$ cat src/rtl/inst_fetch_pkg.sv
// inst_fetch_pkg: shared constants, IF/ID action encoding and the
// helper that resolves the IF/ID register's per-edge action.
package inst_fetch_pkg;

    localparam int INST_ADDR_W = 32;
    localparam int INST_W      = 32;
    localparam int STALL_W     = 6;

    // Stall vector bit positions
    localparam int STALL_PC = 0;
    localparam int STALL_IF = 1;
    localparam int STALL_ID = 2;

    localparam logic RST_ENABLE   = 1'b1;
    localparam logic CHIP_ENABLE  = 1'b1;
    localparam logic CHIP_DISABLE = 1'b0;

    localparam logic [INST_W-1:0]      ZERO_WORD        = '0;
    localparam logic [INST_ADDR_W-1:0] DEFAULT_RESET_PC = '0;

    typedef enum logic [2:0] {
        IFID_RESET,
        IFID_FLUSH,
        IFID_BUBBLE,
        IFID_LOAD,
        IFID_HOLD
    } ifid_op_e;

    // Reset beats flush, flush beats any stall combination.
    function automatic ifid_op_e ifid_op(
        input logic rst,
        input logic flush,
        input logic stall_if,
        input logic stall_id
    );
        ifid_op_e op;
        if (rst == RST_ENABLE)
            op = IFID_RESET;
        else if (flush)
            op = IFID_FLUSH;
        else if (stall_if && !stall_id)
            op = IFID_BUBBLE;
        else if (!stall_if)
            op = IFID_LOAD;
        else
            op = IFID_HOLD;
        return op;
    endfunction

endpackage

$ cat src/rtl/inst_fetch_if_id.sv
// if_id: IF/ID pipeline register with stall, bubble and flush rules.
// Ports: clk, rst (sync, active-high), flush, stall vector, ce_i (ROM
// enable of the fetch being captured), pc_i/inst_i in, id_pc_o/id_inst_o
// out; perf_fetch_o/perf_bubble_o only when IFETCH_PERF_CNT_EN is defined.
import inst_fetch_pkg::*;

module if_id (
    input  logic                   clk,
    input  logic                   rst,
    input  logic                   flush,
    input  logic [STALL_W-1:0]     stall,
    input  logic                   ce_i,
    input  logic [INST_ADDR_W-1:0] pc_i,
    input  logic [INST_W-1:0]      inst_i,
    output logic [INST_ADDR_W-1:0] id_pc_o,
    output logic [INST_W-1:0]      id_inst_o
`ifdef IFETCH_PERF_CNT_EN
    ,
    output logic [31:0]            perf_fetch_o,
    output logic [31:0]            perf_bubble_o
`endif
);

    ifid_op_e op;
    logic     unused_stall;

    assign op = ifid_op(rst, flush, stall[STALL_IF], stall[STALL_ID]);

    // PC-hold and later-stage bits belong to other stages
    assign unused_stall = ^{stall[STALL_W-1:3], stall[STALL_PC]};

    always_ff @(posedge clk) begin
        unique case (op)
            IFID_RESET, IFID_FLUSH, IFID_BUBBLE: begin
                id_pc_o   <= ZERO_WORD;
                id_inst_o <= ZERO_WORD;
            end
            IFID_LOAD: begin
                id_pc_o   <= pc_i;
                id_inst_o <= inst_i;
            end
            default: begin
                id_pc_o   <= id_pc_o;
                id_inst_o <= id_inst_o;
            end
        endcase
    end

`ifdef IFETCH_PERF_CNT_EN
    always_ff @(posedge clk) begin
        unique case (op)
            IFID_RESET: begin
                perf_fetch_o  <= '0;
                perf_bubble_o <= '0;
            end
            IFID_FLUSH, IFID_BUBBLE: begin
                perf_bubble_o <= perf_bubble_o + 32'd1;
            end
            IFID_LOAD: begin
                // Captures while the ROM is disabled are NOPs, not fetches
                if (ce_i == CHIP_ENABLE)
                    perf_fetch_o <= perf_fetch_o + 32'd1;
            end
            default: begin
                perf_fetch_o  <= perf_fetch_o;
                perf_bubble_o <= perf_bubble_o;
            end
        endcase
    end
`else
    logic unused_ce;
    assign unused_ce = ce_i;
`endif

endmodule

$ cat src/rtl/inst_fetch.sv
// inst_fetch: PC/ROM chip-enable owner feeding the IF/ID register.
// Ports: clk, rst (sync, active-high), stall[5:0], flush/new_pc,
// branch_flag_i/branch_target_address_i, ROM rom_ce_o/rom_addr_o/
// rom_inst_i, IF/ID id_pc_o/id_inst_o. Optional IFETCH_PERF_CNT_EN adds
// perf_fetch_o/perf_bubble_o.
import inst_fetch_pkg::*;

module inst_fetch #(
    parameter logic [INST_ADDR_W-1:0] RESET_PC = DEFAULT_RESET_PC
) (
    input  logic                   clk,
    input  logic                   rst,
    input  logic [STALL_W-1:0]     stall,
    input  logic                   flush,
    input  logic [INST_ADDR_W-1:0] new_pc,
    input  logic                   branch_flag_i,
    input  logic [INST_ADDR_W-1:0] branch_target_address_i,
    output logic                   rom_ce_o,
    output logic [INST_ADDR_W-1:0] rom_addr_o,
    input  logic [INST_W-1:0]      rom_inst_i,
    output logic [INST_ADDR_W-1:0] id_pc_o,
    output logic [INST_W-1:0]      id_inst_o
`ifdef IFETCH_PERF_CNT_EN
    ,
    output logic [31:0]            perf_fetch_o,
    output logic [31:0]            perf_bubble_o
`endif
);

    logic                   ce_q;
    logic [INST_ADDR_W-1:0] pc_q;
    logic                   unused_tgt;

    // Branch targets are forced onto a word boundary
    assign unused_tgt = ^branch_target_address_i[1:0];

    always_ff @(posedge clk) begin
        if (rst == RST_ENABLE)
            ce_q <= CHIP_DISABLE;
        else
            ce_q <= CHIP_ENABLE;
    end

    // rst is folded in so a mid-run reset parks the PC at the same edge
    always_ff @(posedge clk) begin
        if (rst == RST_ENABLE || ce_q == CHIP_DISABLE)
            pc_q <= RESET_PC;
        else if (flush)
            pc_q <= new_pc;
        else if (stall[STALL_PC])
            pc_q <= pc_q;
        else if (branch_flag_i)
            pc_q <= {branch_target_address_i[31:2], 2'b00};
        else
            pc_q <= pc_q + 32'd4;
    end

    assign rom_ce_o   = ce_q;
    assign rom_addr_o = pc_q;

    if_id u_if_id (
        .clk          (clk),
        .rst          (rst),
        .flush        (flush),
        .stall        (stall),
        .ce_i         (ce_q),
        .pc_i         (pc_q),
        .inst_i       (rom_inst_i),
        .id_pc_o      (id_pc_o),
        .id_inst_o    (id_inst_o)
`ifdef IFETCH_PERF_CNT_EN
        ,
        .perf_fetch_o (perf_fetch_o),
        .perf_bubble_o(perf_bubble_o)
`endif
    );

endmodule

$ cat config.mk
export PLATFORM = sky130hd
export DESIGN_NAME = inst_fetch
export DESIGN_NICKNAME = d
export VERILOG_FILES = /design/src/rtl/inst_fetch_pkg.sv /design/src/rtl/inst_fetch_if_id.sv /design/src/rtl/inst_fetch.sv
export SDC_FILE = /design/constraint.sdc
export NUM_CORES = 1
export LEC_CHECK = 0
export ABC_AREA = 1
export BUFFER_PORTS_ARGS = -buffer_cell sky130_fd_sc_hd__buf_2
export CAP_MARGIN = 10
export CORE_ASPECT_RATIO = 1.4
export CORE_MARGIN = 5
export CORE_UTILIZATION = 25
export DETAILED_ROUTE_END_ITERATION = 12
export MAX_ROUTING_LAYER = met4
export PLACE_DENSITY = 0.49
export SLEW_MARGIN = 20
export SYNTH_ARGS = -nofsm -noshare
export SYNTH_HDL_FRONTEND = slang
export SYNTH_HIERARCHICAL = 1
export SYNTH_SLANG_ARGS = --single-unit
$ cat constraint.sdc
create_clock -name clk -period 6.1 [get_ports clk]
set_clock_uncertainty 0.1 [all_clocks]
set_input_delay 1.22 -clock clk [delete_from_list [all_inputs] [get_ports clk]]
set_output_delay 1.22 -clock clk [all_outputs]
set_load 0.01 [all_outputs]
## Yosys cells after proc, flatten, opt, wreduce, memory -nomap -nowiden

Cells that the tools add are included.

| storage, ports and cells | value |
|---|---|
| logic and storage cells | 26 |
| flip-flop bits (word level) | 97 |
| input port bits | 106 |
| output and inout port bits | 97 |

| operators by class | value |
|---|---|
| equality and inequality tests | 4 |
| bitwise logic cells | 1 |
| reduce and logical (&&, ||, !) cells | 6 |
| $add $sub $neg | 1 |
| mux-type cells | 10 |

Operators with widths:

| operator | count |
|---|---|
| 32-bit case mux with 2 select lines | 2 |
| 32-bit two-way mux | 3 |
| 32-bit by 3-bit adder with 32-bit output (second input constant) | 1 |
| 3-bit two-way mux | 4 |
| 3-bit by 2-bit == test with 1-bit output (second input constant) | 2 |
| 3-bit by 1-bit == test with 1-bit output (second input constant) | 1 |
| 3-bit logical NOT | 1 |
| 3-bit OR reduction | 1 |
| 2-bit by 1-bit != test with 1-bit output (second input constant) | 1 |
| 2-bit nonzero test | 1 |
| 1-bit logical AND | 1 |
| 1-bit logical NOT | 1 |
| 1-bit logical OR | 1 |
| 1-bit two-way mux | 1 |
| 1-bit NOT | 1 |

## Longest topological paths before layout

| logic depth | value |
|---|---|
| depth after elaboration | 8 |
| mapped depth | 10 |
| gate-level depth less buffers | 10 |

## Hierarchy

Netlist, hierarchy kept.

Modules (own cells, without submodules):

| module | cells an instance | seq. area each (µm²) | area an instance (µm²) | instances |
|---|---|---|---|---|
| inst_fetch | 474 | 660.6 | 2663.8 | 1 |
| if_id | 202 | 1921.8 | 2526.2 | 1 |

## Least setup slack after synthesis

OpenSTA, ideal clock, no wires.

| timing path | value |
|---|---|
| path kind | input -> register |
| from | input port flush |
| to | register u_if_id.id_inst_o[0] (enable) |
| path buffers | 0 |
| data arrival time | 2.800 ns |
| cell stages on the path | 2 |
| data required time | 5.142 ns |
| setup slack | 2.342 ns |
| setup time | 0.858 ns |
| cells stage by stage | nor2_4 > nand3_1 |

| on the way | value |
|---|---|
| cells in the longest elaborated chain, start to end | 5 |
| elaborated cells between the ends (all ways) | 8 |
| those cells by class | eq/ne: 3; mux: 2; reduce/logical: 3 |

Ends and longest elaborated chain:

| item | line | RTL |
|---|---|---|
| from (decl) | inst_fetch.sv:14 | `input logic flush,` |
| 3-bit two-way mux * | inst_fetch_pkg.sv:39 | `else if (flush)` |
| 3-bit two-way mux * | inst_fetch_pkg.sv:37 | `if (rst == RST_ENABLE)` |
| 3-bit by 1-bit == test with 1-bit output (tied with other cells) | inst_fetch_if_id.sv:33 | `unique case (op)` |
| 3-bit OR reduction | inst_fetch_if_id.sv:33 |  |
| 2-bit nonzero test (no line) * | n/a |  |
| to (signal assigned) | inst_fetch_if_id.sv:40 | `id_inst_o <= inst_i;` |
| to (signal assigned) | inst_fetch_if_id.sv:44 | `id_inst_o <= id_inst_o;` |
| to (decl) | inst_fetch_if_id.sv:16 | `output logic [INST_W-1:0] id_inst_o` |

Mark *: on every way between the ends. The rest lies on a longest branch, timed or not.
A chain may end at the register's enable or synchronous reset.

## Worst setup path in the final report

| timing path | value |
|---|---|
| from | input port flush |
| to | register u_if_id.id_pc_o[28] (enable) |

| on the way | value |
|---|---|
| cells in the longest elaborated chain, start to end | 5 |
| elaborated cells between the ends (all ways) | 8 |
| those cells by class | eq/ne: 3; mux: 2; reduce/logical: 3 |

Ends and longest elaborated chain:

| item | line | RTL |
|---|---|---|
| 3-bit two-way mux * | inst_fetch_pkg.sv:39 |  |
| 3-bit two-way mux * | inst_fetch_pkg.sv:37 |  |
| 3-bit by 1-bit == test with 1-bit output (tied with other cells) | inst_fetch_if_id.sv:33 |  |
| 3-bit OR reduction | inst_fetch_if_id.sv:33 |  |
| 2-bit nonzero test (no line) * | n/a |  |
| to (signal assigned) | inst_fetch_if_id.sv:39 | `id_pc_o <= pc_i;` |
| to (signal assigned) | inst_fetch_if_id.sv:43 | `id_pc_o <= id_pc_o;` |
| to (decl) | inst_fetch_if_id.sv:15 | `output logic [INST_ADDR_W-1:0] id_pc_o,` |

Marked as above.

==> flow_summary.yaml <==
run_status:
  status: "complete, no violations"
worst_setup_path:
  startpoint_type: "input pin"
  arrival_ns: 2.65
  critPathMaxStageDelay_ns: 0.73
  path_cells: "buf_2, nor2_4, nand3_4"
  path_class: "in -> reg"
  cp_slowest_cell: "nand3_4"
  cp_max_fo: 64
  cp-end-kind: "flip-flop"
  crit_required_ns: 5.81
synthesis:
  syn_area_per_cell_um2: 7.677
  asyncSetResetFlopFracSynth_pct: 0
  synthMuxAreaShare_pct: 0
  yosys.area_share.simple_pct: 29.39
  synth_xor_area_share_pct: 0.6750
  ys.flop_type: "edfxtp_1"
  netlist_instances: 676
  synth_fp_nets: 783
  ys_types: 28
  yosys.area_share.adder_pct: 0.2411
  ys_seq_elements: 97
  synthTopCellsByArea: "edfxtp_1 37%, dfxtp_1 13%, nor2_1 10%, nand2_1 9.8%, inv_1 8.6%"
  synth_top_family_by_area: "simple AND/OR/NAND/NOR gates"
  yosysSeqAreaShare_pct: 49.76
  synth_edf_count: 64
  synth_commonest_cells: "143 x nor2_1, 136 x nand2_1, 119 x inv_1"
  synth_area_um2: 5190
  synth_warnings: 6
  synth_compound_area_share_pct: 8.293
  synth.most_common_cell: "nor2_1"
  synth_top_area_share_pct: 37.03
  synth_area_leader_cell: "edfxtp_1"
placement:
  gp_congestion: 0.7770
  place_worst_setup_slack_ns: 2.730
  place_inst: 1107
  dp_hpwl_mm: 12.65
  port_buffers: 197
detailed_routing:
  ant_nets: 0
  dr_total_vias: 4685
  post_drt_wl_per_cell_um: 15.04
  firstDrtPassIters: 4
  dr.first_iter.drc_count: 348
  drc: 0
  drt-vias-per-instance: 4.164
  wirelength_mm: 16.92
sta:
  slew_headroom_pct: 36.66
  clock.fmax_mhz: 339.9
  hold_viol: 0
  setup_slack_ns: 3.158
  setup_viol: 0
  rsz0062_at_grt: "no"
  finalCritPeriodShare_pct: 48.23
  hold_ws_ns: 0.3782
  fin_tns_setup_ns: 0
  drv_slew: 0
  max_slew.worst_pin.slew_ns: 0.9487
  period_needed_ns: 2.942
pwr:
  leakage_nw: 3.080
  seqPwrFrac_pct: 51.4
  p_int_mw: 1.078
  total_power_mw: 1.443
  combPwrFrac_pct: 11.7
  ir_drop_mv: 0.1288
  switchingPower_mw: 0.3650
  power.share.clock_pct: 36.9
  netSwitchingFraction_pct: 25.29
  powerDensity_nw_per_um2: 217.4
die:
  io_pins: 203
  dieArea_um2: 23780
  fp-row-count: 62
  start_util_pct: 25.34
  die_x_um: 131.8
  die_h_um: 180.5
  coreArea_um2: 20480
grt:
  overflow: 0
  grt_pass1_wl_mm: 26.61
  grt_pass1_vias: 4766
  grt_max_degree: 65
  grtUsageTotal_pct: 14.58
  antenna_found_initial: 2
cells_and_area:
  stdcell_count: 1125
  ff_latch_area_um2: 2582
  fin_nets: 969
  area_growth_pct: 27.94
  drive_above_1_share_pct: 28.84
  n_fill_cell: 2271
  multiInputGateArea_um2: 2016
job:
  cap_viol_max_count: 0
clock_tree:
  cts_made_buffers: 9
  path_clk_slew_ns: 0.07
  cts_sinks: 97
  clock_latency_ns: 0.34
  cts_buffer_depth: 2
  root_buffer: "clkbuf_16"
  htree_levels: 3
  ctsResizeCount: 0
  hold_buffers: 0
  cts_tree: "done"
  post_cts_buffers: 0
hold_path:
  holdCritPathClass: "reg -> reg"
[power by group through the flow]
| stage | registers (mW) | logic [mW] | clock network [mW] |
|---|---|---|---|
| 3_5_place_dp | 0.757 | 0.172 | 0 |
| 4_1_cts | 0.743 | 0.173 | 0.551 |
| 6_report | 0.742 | 0.169 | 0.532 |
| 2_1_floorplan | 0.767 | 0.0795 | 0 |
| 3_3_place_gp | 0.757 | 0.172 | 0 |
| 5_1_grt | 0.746 | 0.192 | 0.570 |
[final cells by class]
cell class | instances | area share [%]
flip-flops and latches | 97 | 38.89
multi-input cells | 433 | 30.36
repair buffers | 198 | 14.96
inverters | 123 | 6.953
well taps | 256 | 4.824
clock buffers | 15 | 3.882
diodes | 2 | 0.07537
clock inverters | 1 | 0.05653
[sequential cells by signal, indices dropped and copies added, names as in the netlist]
register	flops
u_if_id/id_pc_o	32
rom_ce_o	1
rom_addr_o	32
u_if_id/id_inst_o	32
[layer usage]
layer	share of wire [%]	wire, µm	global-route usage [%]
met4	1.6	264	4.776
met2	53	8944	25.81
met5	0	0	-
met1	42	7050	16.72
met3	3.9	664	2.374
[critical path: cells and delay by family]
family	cells	cell delay, ns
and+or+nand+nor	2	1.03
buffers and inverters	1	0.36
[worst paths after layout]
check                              startpoint                   to  slack [ns]  cells after the start
worst min register to register  rom_addr_o[0]        rom_addr_o[0]        0.38                      2
worst max-delay path                    flush  u_if_id/id_pc_o[28]        3.16                      3
worst max register to register  rom_addr_o[3]       rom_addr_o[24]        4.27                     10
worst min-delay path            rom_addr_o[0]        rom_addr_o[0]        0.38                      2
[layout by cell type (no fill, tap or decap), types with 7 or more instances in the layout]
cell         n
nand2_1    136
buf_2      197
o21ai_0     31
nor2_2      15
dfxtp_1     33
clkbuf_16    9
nor2_4       9
nand3_1     34
a21oi_1     24
inv_1      119
nor2_1     143
o21ai_1      7
edfxtp_1    64
[kinds of logic after synthesis]
family / Yosys count
flip-flops: 97
AND/OR/NAND/NOR: 350
XOR/XNOR: 4
adder cells (fa/ha/maj): 1
buffers and inverters: 146
AO/OA/AOI/OAI: 78
[metrics by stage]
| stage | instance area (µm²) | utilization [%] |
|---|---|---|
| floorplan | 5190 | - |
| global placement | 6374 | 31.12 |
| detailed placement | 6374 | 31.12 |
| CTS | 6635 | 32.40 |
| global route | 6640 | 32.42 |
| finish | 6640 | 32.42 |
(Power assumes the default switching activity.)
